==> src/rtl/ifu_fq_pkg.sv <==
// rtl/ifu_fq_pkg.sv - shared opcodes, FSM state type and immediate extractors for ifu_fq
package ifu_fq_pkg;

  localparam logic [6:0] OPC_JAL    = 7'b1101111;
  localparam logic [6:0] OPC_BRANCH = 7'b1100011;
  localparam logic [6:0] OPC_JALR   = 7'b1100111;

  typedef enum logic [1:0] {
    S_IDLE = 2'd0,
    S_WAIT = 2'd1,
    S_DROP = 2'd2
  } fetch_state_e;

  // J-type immediate, sign-extended to 32 bits
  function automatic logic [31:0] j_imm(input logic [31:0] instr);
    return {{11{instr[31]}}, instr[31], instr[19:12], instr[20], instr[30:21], 1'b0};
  endfunction

  // B-type immediate, sign-extended to 32 bits
  function automatic logic [31:0] b_imm(input logic [31:0] instr);
    return {{19{instr[31]}}, instr[31], instr[7], instr[30:25], instr[11:8], 1'b0};
  endfunction

endpackage

==> src/rtl/ifu_fq_fifo.sv <==
// rtl/ifu_fq_fifo.sv - circular fetch queue of {pc, instr, pred} entries with sync clear
module ifu_fq_fifo
  import ifu_fq_pkg::*;
#(
  parameter int XLEN  = 32,
  parameter int DEPTH = 4
) (
  input  logic                     clk,
  input  logic                     rst,
  input  logic                     i_clr,
  input  logic                     i_wr_en,
  input  logic [XLEN-1:0]          i_wr_pc,
  input  logic [XLEN-1:0]          i_wr_instr,
  input  logic                     i_wr_pred,
  input  logic                     i_rd_en,
  output logic                     o_valid,
  output logic [XLEN-1:0]          o_pc,
  output logic [XLEN-1:0]          o_instr,
  output logic                     o_pred,
  output logic [$clog2(DEPTH):0]   o_count
);

  localparam int AW = $clog2(DEPTH);

  logic [XLEN-1:0] r_pc    [DEPTH];
  logic [XLEN-1:0] r_instr [DEPTH];
  logic            r_pred  [DEPTH];
  logic [AW-1:0]   r_wptr;
  logic [AW-1:0]   r_rptr;
  logic [AW:0]     r_count;

  // Entry storage; contents are don't-care until counted as valid
  always_ff @(posedge clk) begin
    if (i_wr_en && !i_clr) begin
      r_pc[r_wptr]    <= i_wr_pc;
      r_instr[r_wptr] <= i_wr_instr;
      r_pred[r_wptr]  <= i_wr_pred;
    end
  end

  // Pointers and occupancy; clear wins over read/write
  always_ff @(posedge clk or negedge rst) begin
    if (!rst) begin
      r_wptr  <= '0;
      r_rptr  <= '0;
      r_count <= '0;
    end else if (i_clr) begin
      r_wptr  <= '0;
      r_rptr  <= '0;
      r_count <= '0;
    end else begin
      if (i_wr_en) r_wptr <= r_wptr + AW'(1);
      if (i_rd_en) r_rptr <= r_rptr + AW'(1);
      r_count <= r_count + (AW+1)'(i_wr_en) - (AW+1)'(i_rd_en);
    end
  end

  // Illegal-use checks: read while empty, write while full
  always_ff @(posedge clk) begin
    if (rst && !i_clr) begin
      assert (!(i_rd_en && r_count == '0));
      assert (!(i_wr_en && !i_rd_en && r_count == (AW+1)'(DEPTH)));
    end
  end

  assign o_valid = (r_count != '0);
  assign o_pc    = o_valid ? r_pc[r_rptr]    : '0;
  assign o_instr = o_valid ? r_instr[r_rptr] : '0;
  assign o_pred  = o_valid ? r_pred[r_rptr]  : 1'b0;
  assign o_count = r_count;

endmodule

==> src/rtl/ifu_fq.sv <==
// rtl/ifu_fq.sv - fetch unit: PC, imem handshake, static predecode, fetch queue (option IFU_BTFN_EN)
module ifu_fq
  import ifu_fq_pkg::*;
#(
  parameter int              XLEN      = 32,
  parameter int              FQ_DEPTH  = 4,
  parameter logic [XLEN-1:0] BOOT_ADDR = '0
) (
  input  logic            clk,
  input  logic            rst,
  output logic            imem_req,
  output logic [XLEN-1:0] imem_addr,
  input  logic            imem_gnt,
  input  logic            imem_rvalid,
  input  logic [XLEN-1:0] imem_rdata,
  input  logic            flush_flag,
  input  logic [XLEN-1:0] flush_addr,
  output logic            fq_valid,
  input  logic            fq_ready,
  output logic [XLEN-1:0] fq_pc,
  output logic [XLEN-1:0] fq_instr,
  output logic            fq_pred_taken
);

  localparam int CW = $clog2(FQ_DEPTH) + 1;

  fetch_state_e    r_state;
  fetch_state_e    w_state_nxt;
  logic [XLEN-1:0] r_fetch_pc;
  logic            r_req;

  logic            w_gnt;
  logic            w_enq;
  logic            w_deq;
  logic            w_pred;
  logic [XLEN-1:0] w_target;
  logic [XLEN-1:0] w_seq_pc;
  logic [XLEN-1:0] w_next_pc;
  logic [CW-1:0]   w_fifo_cnt;
  logic [CW-1:0]   w_fifo_cnt_nxt;
  logic [CW-1:0]   w_credit_nxt;

  assign w_gnt = r_req && imem_gnt;
  assign w_enq = (r_state == S_WAIT) && imem_rvalid && !flush_flag;
  assign w_deq = fq_valid && fq_ready && !flush_flag;

  // Static predecode of the returning instruction against the in-flight PC
  always_comb begin
    w_pred   = 1'b0;
    w_seq_pc = r_fetch_pc + XLEN'(4);
    w_target = w_seq_pc;
    case (imem_rdata[6:0])
      OPC_JAL: begin
        w_pred   = 1'b1;
        w_target = r_fetch_pc + XLEN'($signed(j_imm(imem_rdata[31:0])));
      end
`ifdef IFU_BTFN_EN
      OPC_BRANCH: begin
        if (imem_rdata[31]) begin
          w_pred   = 1'b1;
          w_target = r_fetch_pc + XLEN'($signed(b_imm(imem_rdata[31:0])));
        end
      end
`endif
      default: ;
    endcase
    w_next_pc = w_pred ? w_target : w_seq_pc;
  end

  // Next FSM state; a response always closes the transaction, a flush turns a live one into a drop
  always_comb begin
    w_state_nxt = r_state;
    case (r_state)
      S_IDLE: if (w_gnt) w_state_nxt = flush_flag ? S_DROP : S_WAIT;
      S_WAIT: begin
        if (imem_rvalid)     w_state_nxt = S_IDLE;
        else if (flush_flag) w_state_nxt = S_DROP;
      end
      S_DROP: if (imem_rvalid) w_state_nxt = S_IDLE;
      default: w_state_nxt = S_IDLE;
    endcase
  end

  // Credit = entries stored next cycle plus the slot reserved by a live request
  always_comb begin
    w_fifo_cnt_nxt = flush_flag ? '0 : (w_fifo_cnt + CW'(w_enq) - CW'(w_deq));
    w_credit_nxt   = w_fifo_cnt_nxt + CW'(w_state_nxt == S_WAIT);
  end

  // FSM, request register and fetch PC
  always_ff @(posedge clk or negedge rst) begin
    if (!rst) begin
      r_state    <= S_IDLE;
      r_req      <= 1'b0;
      r_fetch_pc <= BOOT_ADDR;
    end else begin
      r_state <= w_state_nxt;
      r_req   <= (w_state_nxt == S_IDLE) && (w_credit_nxt < CW'(FQ_DEPTH));
      if (flush_flag)  r_fetch_pc <= flush_addr;
      else if (w_enq)  r_fetch_pc <= w_next_pc;
    end
  end

  // A response is only legal while a request is outstanding
  always_ff @(posedge clk) begin
    if (rst) begin
      assert (!(imem_rvalid && r_state == S_IDLE));
    end
  end

  assign imem_req  = r_req;
  assign imem_addr = {r_fetch_pc[XLEN-1:2], 2'b00};

  ifu_fq_fifo #(
    .XLEN  (XLEN),
    .DEPTH (FQ_DEPTH)
  ) u_fifo (
    .clk        (clk),
    .rst        (rst),
    .i_clr      (flush_flag),
    .i_wr_en    (w_enq),
    .i_wr_pc    (r_fetch_pc),
    .i_wr_instr (imem_rdata),
    .i_wr_pred  (w_pred),
    .i_rd_en    (w_deq),
    .o_valid    (fq_valid),
    .o_pc       (fq_pc),
    .o_instr    (fq_instr),
    .o_pred     (fq_pred_taken),
    .o_count    (w_fifo_cnt)
  );

endmodule

==> config.mk <==
export PLATFORM = sky130hd
export DESIGN_NAME = ifu_fq
export DESIGN_NICKNAME = d
export VERILOG_FILES = /design/src/rtl/ifu_fq_pkg.sv /design/src/rtl/ifu_fq_fifo.sv /design/src/rtl/ifu_fq.sv
export SDC_FILE = /design/constraint.sdc
export NUM_CORES = 1
export LEC_CHECK = 0
export BUFFER_PORTS_ARGS = -buffer_cell sky130_fd_sc_hd__buf_2
export CORE_ASPECT_RATIO = 0.8
export CORE_MARGIN = 1
export CORE_UTILIZATION = 30
export CTS_CLUSTER_DIAMETER = 120
export DETAILED_ROUTE_END_ITERATION = 8
export PLACE_DENSITY = 0.45
export SLEW_MARGIN = 20
export SYNTH_ARGS = -nofsm -noshare
export SYNTH_HDL_FRONTEND = slang
export SYNTH_HIERARCHICAL = 1
export SYNTH_SLANG_ARGS = --single-unit
export TNS_END_PERCENT = 10
==> constraint.sdc <==
create_clock -name clk -period 8.9 [get_ports clk]
set_input_delay 0 -clock clk [delete_from_list [all_inputs] [get_ports clk]]
set_output_delay 0 -clock clk [all_outputs]
set_load 0.02 [all_outputs]
==> After elaboration in Yosys (flattened, before gate mapping) <==
Memories as Yosys holds them, arrays and structs flattened.
Index checks and enable logic that the tools add are counted.
{ "word_totals": {"ff_bits": 42, "in_bits": 70, "latch_bits": 0, "mem_count": 3, "mem_bits_rw": 260, "output_inout_bits": 99, "romBits": 0} }
{ "classes": {"multipliers": 0, "n_reduce_logical": 13, "eq_ne": 4, "muxes": 21, "addsub": 7, "shifts": 0, "div_mod_pow": 0, "n_lt_le_gt_ge": 1, "bitwise": 0} }
{ "mem_list": {"columns": ["memory", "words", "width", "read_ports", "rd_ports_with_merged_regs", "wr", "line_no", "text"], "rows": [
  ["u_fifo.r_instr", 4, 32, 1, 0, 1, "ifu_fq_fifo.sv:26", "logic [XLEN-1:0] r_instr [DEPTH];"],
  ["u_fifo.r_pc", 4, 32, 1, 0, 1, "ifu_fq_fifo.sv:25", "logic [XLEN-1:0] r_pc [DEPTH];"],
  ["u_fifo.r_pred", 4, 1, 1, 0, 1, "ifu_fq_fifo.sv:27", "logic r_pred [DEPTH];"]
]} }
{ "ops": {"columns": ["op", "count"], "rows": [
  ["32-bit 2-to-1 mux", 6],
  ["32-bit by 3-bit adder with 32-bit output, second input constant", 1],
  ["32-bit adder", 1],
  ["2-bit 2-to-1 mux", 9],
  ["7-bit == test, second input constant", 1],
  ["1-bit logical AND", 7],
  ["3-bit by 1-bit adder with 3-bit output", 2],
  ["2-bit one-hot mux with 3 select lines", 1],
  ["2-bit by 1-bit adder with 2-bit output, second input constant", 2],
  ["2-bit by 1-bit == test with 1-bit output, second input constant", 2],
  ["2-bit zero test", 2],
  ["1-bit 2-to-1 mux", 4],
  ["2-bit nonzero test", 2],
  ["3-bit less-than comparator, second input constant", 1],
  ["3-bit 2-to-1 mux", 1],
  ["3-bit nonzero test", 1],
  ["3-bit by 1-bit subtractor with 3-bit output", 1],
  ["2-bit == test, second input constant", 1],
  ["1-bit zero test", 1]
]} }

==> Logic depth before layout (Yosys ltp) <==
{ "logic_depth": {"ltp_word": 9, "ltp_mapped": 13, "depth_no_buf": 13} }

==> Hierarchy <==
Netlist, hierarchy kept.
{ "by_module_without_submodules": {"columns": ["module", "cells_per_inst", "instances", "area_per_inst_um2"], "rows": [
  ["ifu_fq_fifo", 450, 1, 10253.6],
  ["ifu_fq", 563, 1, 4192.8]
]} }

==> Least setup slack after synthesis <==
OpenSTA, ideal clock, no wires.
{ "synth_timing": {"path_type": "reg2reg", "startpoint": "register r_state[1]", "endpoint": "memory u_fifo.r_instr[0][0] (enable)", "n_path_buf": 2, "setup_ns": 0.430, "period_less_slack_ns": 3.531, "arrival_time_ns": 3.101, "path_stages_with_launch": 7, "required_ns": 8.470, "setup_slack_ns": 5.369, "cell_sequence": "dfrtp_1 -> nand3b_1 -> clkbuf_1 -> clkbuf_1 -> nor2_1 -> nor2b_1 -> and2_1"} }
{ "synth_between": {"elab_chain_len": 6} }
{ "synth_lines": {"columns": ["item", "line_no", "text"], "rows": [
  ["from (decl)", "ifu_fq.sv:27", "fetch_state_e r_state;"],
  ["from (signal assigned)", "ifu_fq.sv:97", "r_state <= w_state_nxt;"],
  ["2-bit by 1-bit == test with 1-bit output", "ifu_fq.sv:44", "assign w_enq = (r_state == S_WAIT) && imem_rvalid && !flush_flag;"],
  ["1-bit logical AND (2 in a row)", "ifu_fq.sv:44", null],
  ["named net w_enq", "ifu_fq.sv:33", "logic w_enq;"],
  ["1-bit logical AND", "ifu_fq_fifo.sv:34", "if (i_wr_en && !i_clr) begin"],
  ["1-bit 2-to-1 mux", "ifu_fq_fifo.sv:34", null],
  ["1-bit 2-to-1 mux (implied by the code)", "ifu_fq_fifo.sv:36", "r_instr[r_wptr] <= i_wr_instr;"],
  ["to (decl)", "ifu_fq_fifo.sv:26", null]
]} }
The timed path passes the listed nets, and every way through them passes these cells.

==> Worst setup path after layout <==
{ "layout_timing": {"startpoint": "register u_fifo.r_rptr[0]", "endpoint": "output fq_pc[0]"} }
{ "layout_between": {"elab_chain_len": 2} }
{ "layout_lines": {"columns": ["item", "line_no", "text"], "rows": [
  ["from (decl)", "ifu_fq_fifo.sv:29", "logic [AW-1:0] r_rptr;"],
  ["from (signal assigned)", "ifu_fq_fifo.sv:53", "if (i_rd_en) r_rptr <= r_rptr + AW'(1);"],
  ["memory read 4 x 32 bit", null, null],
  ["32-bit 2-to-1 mux", "ifu_fq_fifo.sv:67", "assign o_pc = o_valid ? r_pc[r_rptr] : '0;"],
  ["to (decl)", "ifu_fq.sv:20", "output logic [XLEN-1:0] fq_pc,"]
]} }
No other way between the ends.

==> run_results.csv <==
group,metric,value,unit
run_status,status,"finished, violations left",
run_status,violations,"design-rule violations",
grt,grt_usage,16.45,%
clock_tree,cts_tree,"done",
sta,tns,0,ns
logic_synthesis,netlist_instances,1013,
power_and_ir_drop,vdd_drop_max,0.1158,mV
logic_synthesis,synth-edff-count,260,
floorplan,die_w,247.3,µm
logic_synthesis,syn_area,14450,µm²
logic_synthesis,yosys_register_bits,302,
sta,hold_viol_final,0,
sta,period_share,35.98,%
detailed_routing,antenna_left,0,
detailed_routing,first_iter_violations,555,
detailed_routing,wire_per_inst,21.37,µm
logic_synthesis,yosys-top-cells-area,"edfxtp_1 54%, mux4_2 10%, dfrtp_1 7.3%, ha_1 3.4%, and2_1 3.2%",
worst_setup_path,worst_path_max_delay_cell,"dfrtp_4",
logic_synthesis,synth_async_sr_flop_share,13.91,%
worst_setup_path,worstPathBufferInverterCount,2,
worst_setup_path,worstPathArrival,3.20,ns
clock_tree,postCtsResizedCells,0,
placed_design,gp_congestion,0.8465,
clock_tree,clk_pin_slew,0.06,ns
detailed_routing,drc,9,
cells_and_area,num-fill-cells,4602,
clock_tree,cts_made_buffers,35,
grt,antenna_found_initial,0,
worst_setup_path,path_cells,"buf_4 > mux4_2 > and2_1 > buf_2",
worst_setup_path,worstSetupPathType,"register to output pin",
sta,tightest_slew,0.9977,ns
detailed_routing,viasPerCell,4.994,
sta,setup_viol,0,
floorplan,num_rows,71,
clock_tree,cts_buffer_depth,3,
logic_synthesis,ys.flop_type,"edfxtp_1",
cells_and_area,diodes,0,
detailed_routing,via_count,9298,
power_and_ir_drop,power.density,225.0,nW/µm²
placed_design,dp_hpwl,25.35,mm
worst_setup_path,crit_fanout,38,
grt,grt_max_degree,67,
job,cap_violations,0,
logic_synthesis,avgSynthCellArea,14.26,µm²
sta,slew_headroom,33.24,%
sta,finClkSkew,0.01845,ns
power_and_ir_drop,p_leak,6.346,nW
grt,grt_pass1_vias,9401,
hold_path,min_path_type,"input port to register",
sta,max_freq,312.3,MHz
floorplan,die-area,49040,µm²
placed_design,io_buffers,166,
sta,layout_min_cycle_time,3.202,ns
sta,rsz0062_at_grt,"false",
worst_setup_path,crit_path_end_kind,"output pin",
grt,overflow,0,
detailed_routing,wl,39.79,mm
grt,grt_pass1_wl,60.18,mm
logic_synthesis,yosysUniqueCellTypes,75,
floorplan,io_pins,169,
worst_setup_path,cp.required,8.90,ns
floorplan,core_area,47260,µm²
worst_setup_path,start_kind,"register",
clock_tree,insertion_delay,0.52,ns
clock_tree,cts_sinks,302,
detailed_routing,first_pass_iters,7,
cells_and_area,final_nets,1330,
clock_tree,clock-root-buffer,"clkbuf_16",
cells_and_area,final_cell_mix,"260 x edfxtp_1, 166 x buf_2, 71 x and2_1",
worst_setup_path,crit_family,"buffers and inverters",
floorplan,die_height,198.3,µm
worst_setup_path,crit_path_max_incr_delay,0.88,ns
floorplan,start_util,30.57,%
cells_and_area,layout_commonest_cell,"edfxtp_1",
logic_synthesis,ys_seq_area_share,61.32,%
logic_synthesis,synth_top_area_share,54.04,%
power_and_ir_drop,design_power_total,0.003932,W
cells_and_area,syn_to_final_growth,20.94,%
logic_synthesis,synth_top_area_cell,"edfxtp_1",
cells_and_area,drive_above_1_share,24.72,%
sta,slew_violations,0,
logic_synthesis,yosysWarnings,6,
clock_tree,ctsHtreeMaxLevel,2,
[final cells by class]
cell class,instances,area (µm²),area share [%]
flip-flops and latches,302,8866,50.74
well taps,620,775.7,4.440
inverters,17,63.81,0.3652
repair buffers,247,1612,9.224
multi-input cells,615,5049,28.90
clock buffers,47,963.4,5.514
clock inverters,14,142.6,0.8164
[layer usage]
| metal | global-route usage (%) | wire, µm | vias to the layer above |
|---|---|---|---|
| met5 | 0 | 0 | - |
| met4 | 3.295 | 556 | 0 |
| met3 | 2.616 | 1897 | 47 |
| met2 | 24.21 | 17290 | 218 |
| met1 | 25.32 | 20050 | 4749 |
| li1 | - | - | 4284 |
[sequential cells by signal (all words and copies together) (netlist names)]
name            cells
u_fifo/r_instr    128
r_fetch_pc         32
r_state             2
u_fifo/o_count      3
u_fifo/r_pred       4
imem_req            1
u_fifo/r_rptr       2
u_fifo/r_pc       128
u_fifo/r_wptr       2
[synthesized netlist by cell type, drive strengths merged (4+ instances only)]
library cell and instances:
o31ai 6, clkbuf 28, o221ai 5, or3 4, a211oi 15, a21oi 64, and3 12, a22oi 5
and2 75, o21ai 48, xnor2 12, ha 39, o22ai 8, a31oi 11, mux4 65, edfxtp 260
o211ai 4, buf 52, nand3b 6, a21o 19, nor2b 7, nor2 45, nand2b 8, inv 17
dfrtp 42, nand4 8, xor2 15, nand3 20, mux2i 4, nand2 61, nor3 8
[final timing paths]
kind | start | to | slack (ns) | cells after the start
worst max register to register | r_state[1] | u_fifo/r_pc[3][18] | 5.72 | 6
worst max-delay path | u_fifo/r_rptr[0] | fq_pc[0] | 5.70 | 4
min in group asynchronous | rst | u_fifo/r_wptr[1] | 0.15 | 3
max in group asynchronous | rst | u_fifo/r_rptr[0] | 8.25 | 3
worst min-delay path | flush_flag | u_fifo/r_wptr[1] | 0.13 | 3
worst min register to register | r_fetch_pc[0] | u_fifo/r_pc[3][0] | 0.52 | 0
[power breakdown]
group | total [W] | switching [W] | leakage [nW] | internal (W)
combinational | 0.000871 | 0.000521 | 2.96 | 0.000351
clock | 0.00140 | 0.000556 | 0.540 | 0.000845
sequential | 0.00166 | 0.0000798 | 2.85 | 0.00158
total | 0.00393 | 0.00116 | 6.35 | 0.00277
[cells by family (layout without fill, tap and decap cells)]
| kind of cell | count (synthesis) | in the layout | synth area share, % |
|---|---|---|---|
| compound gates | 208 | 208 | 9.138 |
| xor+xnor | 28 | 28 | 1.793 |
| fa+ha+maj | 42 | 42 | 3.794 |
| buf+inv | 97 | 325 | 3.837 |
| flops | 302 | 302 | 61.32 |
| mux | 70 | 70 | 10.49 |
| other cells | 1 | 2 | 0.02596 |
| simple gates | 265 | 265 | 9.605 |
[worst register-to-register path, delay by kind of cell (launching register included)]
family	cells	cell delay (ns)
buf+inv	2	0.94
flops	1	0.43
simple gates	4	1.40
[per-stage QoR]
stage / hold WS, ns / setup slack, ns / cells / instance area, µm² / utilization, %
2_1_floorplan: -0.2956 / 5.369 / 1014 / 14450 / -
3_5_place_dp: 0.1645 / 5.688 / 1732 / 15680 / 33.17
3_3_place_gp: 0.1721 / 5.734 / 1732 / 15680 / 33.17
6_report: 0.1339 / 5.698 / 1862 / 17470 / 36.97
5_1_grt: 0.1644 / 5.447 / 1862 / 17470 / 36.97
4_1_cts: 0.1298 / 5.583 / 1862 / 17470 / 36.97
[timing repair]
| action | in CTS | in global routing |
|---|---|---|
| buffers inserted | 0 | 0 |
| hold buffers | 69 | 0 |
| endpoints found under the hold margin | 206 | 0 |
Note: power is estimated with default switching activity, not from simulation.
